==> config.mk <==
export PLATFORM = sky130hd
export DESIGN_NAME = arb_mux_reg
export DESIGN_NICKNAME = d
export VERILOG_FILES = /design/src/rtl/arb_mux_reg.sv
export SDC_FILE = /design/constraint.sdc
export NUM_CORES = 1
export LEC_CHECK = 0
export BUFFER_PORTS_ARGS = -buffer_cell sky130_fd_sc_hd__buf_2
export CORE_MARGIN = 2
export CORE_UTILIZATION = 48
export CTS_CLUSTER_SIZE = 10
export DETAILED_ROUTE_END_ITERATION = 8
export HOLD_SLACK_MARGIN = 0.12
export PLACE_DENSITY_LB_ADDON = 0.1
export RECOVER_POWER = 50
export SKIP_CTS_REPAIR_TIMING = 1
export SLEW_MARGIN = 20
export SYNTH_ARGS = -nofsm -noshare
export SYNTH_HDL_FRONTEND = slang
export SYNTH_SLANG_ARGS = --single-unit
==> constraint.sdc <==
create_clock -name Clk -period 8.85 [get_ports Clk]
set_clock_uncertainty 0.05 [all_clocks]
set_input_delay 1.77 -clock Clk [delete_from_list [all_inputs] [get_ports Clk]]
set_output_delay 1.77 -clock Clk [all_outputs]
set_load 0.02 [all_outputs]
==> src/rtl/arb_mux_reg.sv <==
// N-way valid/ready arbiter (fixed-priority or round-robin) into one output register; parity via ARB_MUX_REG_PARITY_EN.
// Latency: one cycle from input handshake to OutValid, full 1 beat/cycle throughput.
// Backpressure: OutValid & !OutReady freezes the output register and deasserts every InReady.
module arb_mux_reg #(
    parameter int WIDTH   = 32,
    parameter int NUM_CH  = 4,
    parameter int RR_MODE = 1,
    localparam int SEL_W  = (NUM_CH > 1) ? $clog2(NUM_CH) : 1
) (
    input  logic                    Clk,
    input  logic                    RstN,
    input  logic [NUM_CH-1:0]       InValid,
    input  logic [NUM_CH*WIDTH-1:0] InData,
    output logic [NUM_CH-1:0]       InReady,
    output logic                    OutValid,
    output logic [WIDTH-1:0]        OutData,
    output logic [SEL_W-1:0]        OutSel,
    input  logic                    OutReady,
    output logic                    OutPar
);

    localparam logic [SEL_W-1:0] LAST_RST = SEL_W'(NUM_CH - 1);

    logic                r_vld;
    logic [WIDTH-1:0]    r_dat;
    logic [SEL_W-1:0]    r_sel;
    logic [SEL_W-1:0]    r_last;

    logic                w_load_en;
    logic                w_any_gnt;
    logic [NUM_CH-1:0]   w_grant;
    logic [SEL_W-1:0]    w_gnt_idx;
    logic [WIDTH-1:0]    w_gnt_dat;

    // k-th channel in search order; round-robin starts just after the last winner
    function automatic int cand(input int k, input logic [SEL_W-1:0] last);
        if (RR_MODE != 0) begin
            return (int'(last) + 1 + k) % NUM_CH;
        end
        return k;
    endfunction

    assign w_load_en = !r_vld || OutReady;

    always_comb begin
        w_grant   = '0;
        w_gnt_idx = '0;
        w_any_gnt = 1'b0;
        for (int k = 0; k < NUM_CH; k++) begin
            if (!w_any_gnt && InValid[cand(k, r_last)]) begin
                w_any_gnt                = 1'b1;
                w_grant[cand(k, r_last)] = 1'b1;
                w_gnt_idx                = SEL_W'(cand(k, r_last));
            end
        end
    end

    assign w_gnt_dat = InData[int'(w_gnt_idx)*WIDTH +: WIDTH];
    assign InReady   = w_grant & {NUM_CH{w_load_en}};

    always_ff @(posedge Clk or negedge RstN) begin
        if (!RstN) begin
            r_vld  <= 1'b0;
            r_dat  <= '0;
            r_sel  <= '0;
            r_last <= LAST_RST;
        end else if (w_load_en) begin
            r_vld <= w_any_gnt;
            if (w_any_gnt) begin
                r_dat <= w_gnt_dat;
                r_sel <= w_gnt_idx;
                if (RR_MODE != 0) begin
                    r_last <= w_gnt_idx;
                end
            end
        end
    end

    assign OutValid = r_vld;
    assign OutData  = r_dat;
    assign OutSel   = r_sel;

`ifdef ARB_MUX_REG_PARITY_EN
    logic r_par;

    always_ff @(posedge Clk or negedge RstN) begin
        if (!RstN) begin
            r_par <= 1'b0;
        end else if (w_load_en && w_any_gnt) begin
            r_par <= ^w_gnt_dat;
        end
    end

    assign OutPar = r_par;
`else
    assign OutPar = 1'b0;
`endif

endmodule

Word level (Yosys, flattened, before mapping). Cells that the tools add are included.

Register bits: 37. Output and inout bits: 40. Bits of input ports: 135.

$add $sub $neg: 4. Bitwise operators: 8. Magnitude comparators: 12. Shifts and indexed selects: 1. Reductions and logical operators: 17. Multiplexer cells: 44.

Operators by type and width (count): $mux 32 (8); $ge 32x1->1 const B (4); $lt 32x4->1 const B (4); $shiftx 128x8->32 (1); $mux 1 (20); $lt 3x4->1 const B (4); $mux 4 (4); $or 4x4->4 (3); $bmux 1 s2 (4); $demux 1 s2 (4); $mux 2 (4); $reduce_or 2->1 (4); $logic_and 1x1->1 (7); $add 2x1->2 const B (2); $add 2x2->2 const B (2); $and 1x1->1 const A (4); $and 4x4->4 (1); $logic_not 1->1 (4); $reduce_and 2->1 (1); $logic_or 1x1->1 (1).

Depth between registers and ports, before layout. Gate-level depths: netlist of the first run.

Depth after elaboration: 25. Gate-level depth with buffers: 14. Depth with buffers taken out: 9.

Worst setup path before layout of the first run. OpenSTA, ideal clock, no wires.

Path type: input to output. Start point: in InValid[1]. End point: out InReady[0]. Arrival: 2.983 ns. Required time: 7.030 ns. Cell stages on the path: 6. Slack: 4.047 ns. Cells stage by stage: buf_2 > mux2i_1 > mux2i_1 > a211oi_1 > a222oi_1 > a21oi_1.

Cells in the longest elaborated chain, start to end: 14. Elaborated cells between the ends (all ways): 29. Those cells by class: 19 x mux; 4 x bitwise; 6 x reduce/logical.

RTL lines: start, declared (RTL line 12) `input logic [NUM_CH-1:0] InValid,`; $bmux 1 s2 (RTL line 50) `if (!w_any_gnt && InValid[cand(k, r_last)]) begin`; $mux 1 (not written as such) (2 in series) (RTL line 50); $mux 1 (RTL line 50); $logic_not 1->1 (RTL line 50); $logic_and 1x1->1 (RTL line 50); $mux 1 (RTL line 50); $logic_not 1->1 (RTL line 50); $logic_and 1x1->1 (RTL line 50); $mux 1 (RTL line 50); $logic_not 1->1 (RTL line 50); $logic_and 1x1->1 (RTL line 50); $mux 4 (*) (RTL line 50); $and 4x4->4 (*) (RTL line 59) `assign InReady = w_grant & {NUM_CH{w_load_en}};`; end, declared (RTL line 14) `output logic [NUM_CH-1:0] InReady,`.

Every way passes the cells marked *; elsewhere a longest branch is shown, timed or not. The select of a mux whose other input is x is not followed.

Final worst setup path of the first run.
Start point: in InValid[0]. End point: out InReady[3].

The elaborated chain is that of the path after synthesis.

==> results of run 1 <==
-- state kept, by name (all words and copies together) (netlist names) --
register and count:
OutData 32, OutSel 2, OutValid 1, r_last 2
-- how the worst max path moves through the flow --
stage	start	endpoint	slack [ps]	cells past startpoint
final	InValid[0]	InReady[3]	3700	7
after global routing	r_last[0]	InReady[1]	3590	8
after CTS	InValid[0]	InReady[3]	3740	7
after detailed placement	InValid[0]	InReady[3]	3770	7
after global placement	InValid[3]	InReady[3]	3870	7
after floorplan	InValid[1]	InReady[0]	4050	6
-- report_power, final --
part | switching (mW) | internal [mW]
combinational | 0.690 | 0.448
sequential | 0.0610 | 0.263
clock | 0.0624 | 0.113
total | 0.814 | 0.824
-- worst reg2reg max path, delay by kind of cell (launching register included) --
kind                     cells  cell delay (ps)
flip-flops                   1              780
buffers and inverters        2              940
adder cells (fa/ha/maj)      1              310
AO/OA/AOI/OAI                2              230
AND/OR/NAND/NOR              3              980
multiplexers                 2              620
-- logic make-up (layout without fill, tap and decap cells) --
kind of cell | count (synthesis) | count (layout) | synth area share, %
buf+inv | 33 | 191 | 7.49
xor+xnor | 1 | 1 | 0.288
simple gates | 69 | 69 | 10.4
compound gates | 118 | 118 | 34.6
flops | 37 | 37 | 30.5
other cells | 1 | 1 | 0.123
fa+ha+maj | 8 | 8 | 3.29
mux | 39 | 39 | 13.3
-- through the flow --
step           util, %  hold slack (ps)  area (sq um)  power [mW]  setup WS (ps)
2_1_floorplan        -              424          3040        1.25           4050
3_3_place_gp      63.8              406          3850        1.44           3870
3_5_place_dp      63.8              416          3850        1.47           3770
4_1_cts           66.1              436          3980        1.65           3740
5_1_grt           66.2              457          3990        1.76           3590
6_report          66.2              435          3990        1.64           3700
-- cells in the final DEF, fill, tap and decap left out, drive strengths merged, types with 6 or more instances in the layout --
cell	Yosys	layout
nor2	8	8
buf	18	159
o221ai	32	32
nand2	42	42
clkbuf	11	25
o211ai	32	32
a21oi	6	6
mux2i	38	38
o21a	32	32
dfrtp	35	35
ha	8	8
-- layout make-up --
type                            instances  area (sq um)  share of cell area, %
Clock inverter                          3          68.8                   1.73
Sequential cell                        37           928                   23.3
Timing Repair Buffer                  179           906                   22.7
Inverter                                4          15.0                  0.377
Tap cell                               75          93.8                   2.35
Clock buffer                            5          68.8                   1.73
Multi-Input combinational cell        236          1910                   47.8
-- routing by layer --
| metal | up-vias | global-route usage (%) |
|---|---|---|
| met5 | - | 0 |
| met4 | 0 | 4.84 |
| met3 | 8 | 6.82 |
| met2 | 132 | 43.9 |
| met1 | 1462 | 30.3 |
| li1 | 1503 | - |
==> summary.md, run 1 <==
| Metric | Value |
|---|---|
| Vias in the first global route | `3107` |
| Total Wirelength | `roughly 8800 um` |
| Total Routing Usage GR | `24.8%` |
| Arrival time at the worst endpoint | `3330 ps` |
| Tmin final | `roughly 5100 ps` |
| R2R cell count | `10` |
| H-tree depth | `2` |
| CP Max Fanout | `9` |
| DR iter-0 viols | `around 120` |
| Mapped Avg Cell Area | `9.93 sq um` |
| Die area | `6980 sq um` |
| Die X | `around 84 um` |
| Highest routed layer | `met4` |
| Critical Path RT | `7030 ps` |
| CTS Root Cell | `clkbuf_8` |
| PwrDens | `411 nW/um^2` |
| Clock Latency Late Sink | `280 ps` |
| CP top delay family | `simple AND/OR/NAND/NOR gates` |
| CTS tree | `done` |
| Port Buffer Count | `173` |
| Inserted Clock Buffers | `5` |
| Syn Inst Count | `306` |
| Met3 wire len | `723 um` |
| Post-synth EDFFs | `0` |
| GP Congestion | `0.902` |
| Fmax achieved | `0.194 GHz` |
| DRT met1 WL | `3670 um` |
| CP Buf/Inv Count | `2` |
| Slew Limit Fails | `38` |
| Register area share after synthesis | `30.5%` |
| FF+latch count, synth | `37` |
| Crit share post-route | `58.1%` |
| Syn. warnings | `0` |
| Antenna violations before repair | `0` |
| Slew HR | `-26.4%` |
| Ys async rst share | `100%` |
| Max VDD drop | `0.423 mV` |
| Post-synth net total | `~450` |
| Routed Antenna Nets | `0` |
| Placed insts | `530` |
| Actual slew at the worst max-slew pin | `1900 ps` |
| Post-synth top area cell | `dfrtp_1` |
| Clk slew on worst S/H paths | `70 ps` |
| # rows | `28` |
| Core box area | `roughly 6000 sq um` |
| Vias per cell | `5.76` |
| DRC viols | `0` |
| CP Class | `primary input to primary output` |
| Die Y | `83.6 um` |
| Max-cap viol count | `1` |
| R2r startpoint | `r_last[0]` |
| Critical R2R Capture | `OutData[10]` |
| Drt pass-1 iters | `4` |
| Hpwl dp | `6440 um` |
| Met2 wire length | `4390 um` |
| Ys flop type | `dfrtp_1` |
| Non-filler cells, final | `539` |
| Overflow after GRT | `0` |
| Avg WL per Cell | `about 16 um` |
| First-pass GRT wire length | `14400 um` |
| Crit-path slowest cell | `nor2b_1` |
| RSZ-0062 raised after global routing | `no` |
| Fillcell total | `549` |
| Violated checks | `capacitance limit, slew limit` |
| Max Buffers Root-to-Sink | `2` |
| Final setup fails | `0` |
| Worst min-delay path class | `flip-flop to flip-flop` |
| CTS sink cnt | `37` |
| Reg2Reg Setup Slack | `4820 ps` |
| Layout cells sized above 1 | `between 40% and 50%` |
| Critical Path Sink Type | `primary output` |
| Leak | `1.90 nW` |
| Hold_sp | `OutData[15]` |
| Area grow syn2layout | `31.2%` |
| Mapped Area | `3040 sq um` |
| Final hold violation count | `0` |
| Setup TNS | `0 ps` |
| CP cell instances | `buf_2 -> mux2i_1 -> mux2i_1 -> nor2b_1 -> a222oi_1 -> a21oi_1 -> buf_2` |
| Critical Path Source Type | `primary input` |
| IO Pins | `175` |
| Synth unique cells | `44` |
| Worst hold path endpoint | `OutData[15]` |
| Synth area leaders | `dfrtp_1, mux2i_1, o21a_1, o221ai_1, o211ai_2` |
| Initial core utilization | `50.4%` |
| Status | `finished, violations left` |
| Diode count | `0` |
| NumNets Final | `606` |
| Slowest stage delay, CP | `470 ps` |
| Vias | `3105` |
| Most common cell in the synthesized netlist | `nand2_1` |
| Most frequent cells after synthesis | `nand2_1, mux2i_1, dfrtp_1, o21a_1, o221ai_1` |
| Worst hold stages | `2` |
| Share of the synthesized area in the top cell type | `28.8%` |
| Largest net degree at the start of global routing | `65` |
Note: power is estimated with default switching activity, not from simulation.
==> run 2: changes to the inputs <==
- CORE_UTILIZATION: 48 -> 41
- clock period: 8.85 -> 4.6 ns (I/O delays scaled with it)
==> summary.md, run 2 (same netlist as run 1, synthesis figures left out) <==
| Metric | Value |
|---|---|
| Status | `finished, violations left` |
| Violated checks | `capacitance limit, slew limit` |
| Inserted Clock Buffers | `5 (unchanged)` |
| Antenna violations before repair | `1 (+1)` |
| Vias per cell | `5.32 (-7.7%)` |
| IO Pins | `175 (unchanged)` |
| CTS Root Cell | `clkbuf_8` |
| Hpwl dp | `6550 um (+1.7%)` |
| Critical Path Source Type | `flip-flop` |
| Area grow syn2layout | `30.2%` |
| Clk slew on worst S/H paths | `80 ps (about the same)` |
| Die X | `90.1 um (+7.8%)` |
| Final setup margin | `447 ps (-3260 ps)` |
| Initial core utilization | `42.1% (-8.3 points)` |
| Diode count | `0 (unchanged)` |
| Layout cells sized above 1 | `43.2% (+0.12 points)` |
| PwrDens | `761 nW/um^2 (+85%)` |
| DRC viols | `0 (unchanged)` |
| H-tree depth | `2 (unchanged)` |
| Arrival time at the worst endpoint | `3180 ps (-150 ps)` |
| First-pass GRT wire length | `14600 um (+1.2%)` |
| WHS | `437 ps (+1.65 ps)` |
| Overflow after GRT | `0 (unchanged)` |
| CP Class | `flip-flop to primary output` |
| Slew Limit Fails | `38 (unchanged)` |
| Critical Path RT | `3630 ps (-3400 ps)` |
| CP top delay family | `simple AND/OR/NAND/NOR gates` |
| Critical Path Sink Type | `primary output` |
| CP cell instances | `inv_1 -> ha_1 -> or2_2 -> mux2i_1 -> nor2b_1 -> a222oi_1 -> a21oi_1 -> buf_2` |
| Fmax achieved | `0.241 GHz` |
| Total Routing Usage GR | `21.5% (-3.3 points)` |
| Final hold violation count | `0 (unchanged)` |
| Actual slew at the worst max-slew pin | `2030 ps (+137 ps)` |
| Slew HR | `-35.6% (-9.2 points)` |
| Slowest stage delay, CP | `770 ps (+300 ps)` |
| CTS tree | `done` |
| Core box area | `7210 sq um (+20%)` |
| Largest net degree at the start of global routing | `38 (-42%)` |
| Max-cap viol count | `1 (unchanged)` |
| PnR Total Power | `3.01 mW (+84%)` |
| Worst min-delay path class | `flip-flop to flip-flop` |
| Fillcell total | `708 (+29%)` |
| Setup TNS | `0 ps (unchanged)` |
| Total Wirelength | `9020 um (+2.0%)` |
| Commonest non-fill, non-tap cell in the layout | `buf_2` |
| CP Buf/Inv Count | `2 (unchanged)` |
| CP Max Fanout | `19 (+10)` |
| Avg WL per Cell | `16.0 um (-2.5%)` |
| Crit-path slowest cell | `dfstp_2` |
| Tmin final | `a little over 4000 ps` |
| GP Congestion | `0.874 (-3.1%)` |
| Port Buffer Count | `173 (unchanged)` |
| Leak | `1.87 nW (-1.9%)` |
| Vias in the first global route | `3041 (-2.1%)` |
| DR iter-0 viols | `129 (+6.6%)` |
| Largest register FFs | `32 (unchanged)` |
| Final setup fails | `0 (unchanged)` |
| Vias | `2998 (-3.4%)` |
| CTS sink cnt | `37 (unchanged)` |
| RSZ-0062 raised after global routing | `no` |
| Clock Latency Late Sink | `290 ps (about the same)` |
| NumNets Final | `607 (+0.17%)` |
| Die Y | `90.1 um (+7.8%)` |
| Drt pass-1 iters | `6 (+2)` |
| # rows | `31 (+11%)` |
| Most frequent cells in the layout | `buf_2, nand2_1, mux2i_1` |
| Max VDD drop | `0.407 mV (-3.8%)` |
| Crit share post-route | `90.3%` |
| Setup WS pre-CTS | `802 ps (-2970 ps)` |
| Max Buffers Root-to-Sink | `2 (unchanged)` |
| Die area | `8120 sq um (+16%)` |
| Routed Antenna Nets | `0 (unchanged)` |
-- run 2: final cells by class --
class / count / area [sq um] / area share, %
Sequential cell: 37 / 928 / 23.5
Clock inverter: 3 / 22.5 / 0.569
Timing Repair Buffer: 180 / 893 / 22.6
Inverter: 4 / 15.0 / 0.379
Clock buffer: 5 / 68.8 / 1.74
Multi-Input combinational cell: 236 / 1910 / 48.2
Tap cell: 99 / 124 / 3.13
-- run 2: power breakdown --
part           switching, mW  internal [mW]
clock                  0.130          0.106
combinational           1.31          0.849
sequential             0.116          0.505
total                   1.55           1.46
-- run 2: per-layer routing --
metal / share of wire (%) / wire [um] / vias up / track usage (%)
met5: 0.14 / 13 / - / 0
met4: 1.2 / 106 / 2 / 4.74
met3: 7.7 / 697 / 11 / 5.62
met2: 48 / 4320 / 118 / 36.5
met1: 43 / 3880 / 1371 / 27.5
li1: - / - / 1496 / -
-- run 2: worst paths after layout --
path,from,slack [ps],cells past startpoint,endpoint
setup / recovery,r_last[0],450,8,InReady[1]
hold / removal,OutData[28],440,2,OutData[28]
setup reg to reg,r_last[0],820,10,OutData[14]
hold reg to reg,OutData[28],440,2,OutData[28]
max in group asynchronous,RstN,2190,1,OutSel[0]
min in group asynchronous,RstN,1150,1,OutData[8]
-- run 2: worst reg2reg max path, stage by stage, from the launching register on --
cell,delay (ps)
dfstp_2,770
inv_1,270
ha_1,310
or2_2,340
mux2i_1,220
nor2b_1,480
a21o_1,200
nand2_1,310
buf_4,360
o221ai_1,240
o211ai_2,110
-- run 2: metrics by stage --
step | utilization, % | instances | area, sq um
finish | 54.9 | 564 | 3960
global route | 54.9 | 564 | 3960
CTS | 55.2 | 564 | 3980
detailed placement | 53.9 | 556 | 3890
global placement | 53.9 | 556 | 3890
floorplan | - | 306 | 3040
==> run 3: changes to the inputs <==
- CORE_UTILIZATION: 41 -> 45
- clock period: 4.6 -> 4.27 ns (I/O delays scaled with it)
==> summary.md, run 3 (same netlist as run 1, synthesis figures left out) <==
| Metric | Value |
|---|---|
| Gate power share | `73.0% (+1.4 points)` |
| Placed Area | `3900 sq um (+0.32%)` |
| Critical Path Sink Type | `primary output` |
| Area grow syn2layout | `30.5%` |
| Slowest stage delay, CP | `530 ps (-240 ps)` |
| CTS Root Cell | `clkbuf_8` |
| PwrDens | `826 nW/um^2 (+8.4%)` |
| Clock Latency Late Sink | `280 ps (about the same)` |
| Final setup fails | `0 (unchanged)` |
| Total Routing Usage GR | `23.4% (+1.9 points)` |
| Die X | `86.2 um (-4.3%)` |
| Vias per cell | `5.67 (+6.7%)` |
| Pint | `1.62 mW (+11%)` |
| Critical Path RT | `3370 ps (-260 ps)` |
| Routed Antenna Nets | `0 (unchanged)` |
| Max Buffers Root-to-Sink | `2 (unchanged)` |
| # rows | `29 (-6.5%)` |
| Vias in the first global route | `2941 (-3.3%)` |
| Seq pwr share | `19.5% (-1.1 points)` |
| Total Wirelength | `8780 um (-2.6%)` |
| Port Buffer Count | `173 (unchanged)` |
| Slew HR | `-35.2% (+0.30 points)` |
| Inserted Clock Buffers | `5 (unchanged)` |
| Commonest non-fill, non-tap cell in the layout | `buf_2` |
| Worst min-delay path class | `flip-flop to flip-flop` |
| Max-cap viol count | `1 (unchanged)` |
| Overflow after GRT | `0 (unchanged)` |
| NumNets Final | `609 (+0.33%)` |
| Setup TNS | `0 ps (unchanged)` |
| Drt pass-1 iters | `4 (-2)` |
| Most frequent cells in the layout | `buf_2, nand2_1, mux2i_1` |
| H-tree depth | `2 (unchanged)` |
| CP Class | `flip-flop to primary output` |
| Violated checks | `capacitance limit, slew limit` |
| Initial core utilization | `47.1% (+4.9 points)` |
| Leak | `1.90 nW (+1.5%)` |
| Antenna violations before repair | `0 (-1)` |
| Largest net degree at the start of global routing | `38 (unchanged)` |
| GP Congestion | `0.915 (+4.7%)` |
| RSZ-0062 raised after global routing | `no` |
| Layout cells sized above 1 | `43.1% (-0.093 points)` |
| Actual slew at the worst max-slew pin | `2030 ps (-4.53 ps)` |
| Switching share of power | `50.6% (-0.93 points)` |
| Final hold violation count | `0 (unchanged)` |
| Tmin final | `3710 ps` |
| Diode count | `0 (unchanged)` |
| DRC viols | `0 (unchanged)` |
| DR iter-0 viols | `123 (-4.7%)` |
| Crit-path slowest cell | `dfstp_2` |
| CTS sink cnt | `37 (unchanged)` |
| Hpwl dp | `6570 um (+0.43%)` |
| Status | `finished, violations left` |
| CP cell instances | `inv_1 -> ha_1 -> or2_2 -> mux2i_1 -> nor2b_1 -> a222oi_1 -> a21oi_1 -> buf_2` |
| Max VDD drop | `0.593 mV (+46%)` |
| Fillcell total | `608 (-14%)` |
| Avg WL per Cell | `16.2 um (+1.1%)` |
| First-pass GRT wire length | `14100 um (-3.5%)` |
| Fmax achieved | `0.270 GHz` |
| Slew Limit Fails | `38 (unchanged)` |
| Critical Path Source Type | `flip-flop` |
| Die Y | `86.2 um (-4.3%)` |
| Crit share post-route | `just under 90%` |
| Register area | `928 sq um (unchanged)` |
| Die area | `7430 sq um (-8.5%)` |
| Vias | `3081 (+2.8%)` |
| Core box area | `6460 sq um (-10%)` |
| Final core utilization | `61.4% (+6.5 points)` |
| Design area | `3970 sq um (+0.19%)` |
| Largest register FFs | `32 (unchanged)` |
| Clk slew on worst S/H paths | `70 ps (about the same)` |
| Clk pwr share | `7.5% (-0.3 points)` |
| Multi-input logic area | `1910 sq um (unchanged)` |
| CP Max Fanout | `9 (-10)` |
| CTS tree | `done` |
| Arrival time at the worst endpoint | `2800 ps (-380 ps)` |
| Switching pwr | `1.66 mW (+6.7%)` |
| IO Pins | `175 (unchanged)` |
run 3: changes by cell type in the layout (fill, tap and decap cells not counted):
cell,change
buf_12,+2
clkbuf_8,+1
clkbuf_1,+1
clkinvlp_4,-3
run 3: area by class of cell:
class                      count  area share [%]
inverter                       4           0.379
multi-input combinational    236            48.1
timing repair buffer         182            23.5
tap                           77            2.43
clock buffer                   7            2.18
sequential                    37            23.4
run 3: power groups by stage:
stage,logic [mW],registers [mW],clock network (mW)
2_1_floorplan,1.75,0.845,0
3_3_place_gp,2.41,0.632,0
3_5_place_dp,2.43,0.641,0
4_1_cts,2.43,0.637,0.254
5_1_grt,2.61,0.661,0.272
6_report,2.39,0.640,0.246
run 3: stage by stage:
step | total power, mW | setup WS, ps | instances | hold WS [ps]
floorplan | 2.59 | 907 | 306 | 424
global placement | 3.04 | 983 | 536 | 412
detailed placement | 3.07 | 881 | 536 | 411
CTS | 3.32 | 568 | 543 | 435
global route | 3.55 | 314 | 543 | 452
finish | 3.27 | 562 | 543 | 438
run 3: worst max-delay path: cells and delay by family (launching register included):
family	cells	cell delay (ps)
adders and majority gates	1	290
DFF	1	530
muxes	1	210
AOI/OAI and AO/OA	2	360
buffers and inverters	2	320
and+or+nand+nor	2	830
run 3: per-layer routing:
layer  share of wire (%)  vias up  track usage, %  wire, um
li1                    -     1510               -         -
met1                  43     1438            30.7      3770
met2                  48      129            39.5      4260
met3                 7.8        4            5.33       688
met4                0.69        0            5.54        61
met5                   0        -               0         0
run 3: path summary, 6_finish.rpt:
path,startpoint,to,slack [ps],cells past startpoint
hold / removal,OutSel[1],OutSel[1],440,2
setup / recovery,r_last[0],InReady[0],560,8
min in group asynchronous,RstN,OutValid,1090,1
setup reg to reg,r_last[0],OutData[16],900,10
max in group asynchronous,RstN,OutData[5],1910,1
hold reg to reg,OutSel[1],OutSel[1],440,2
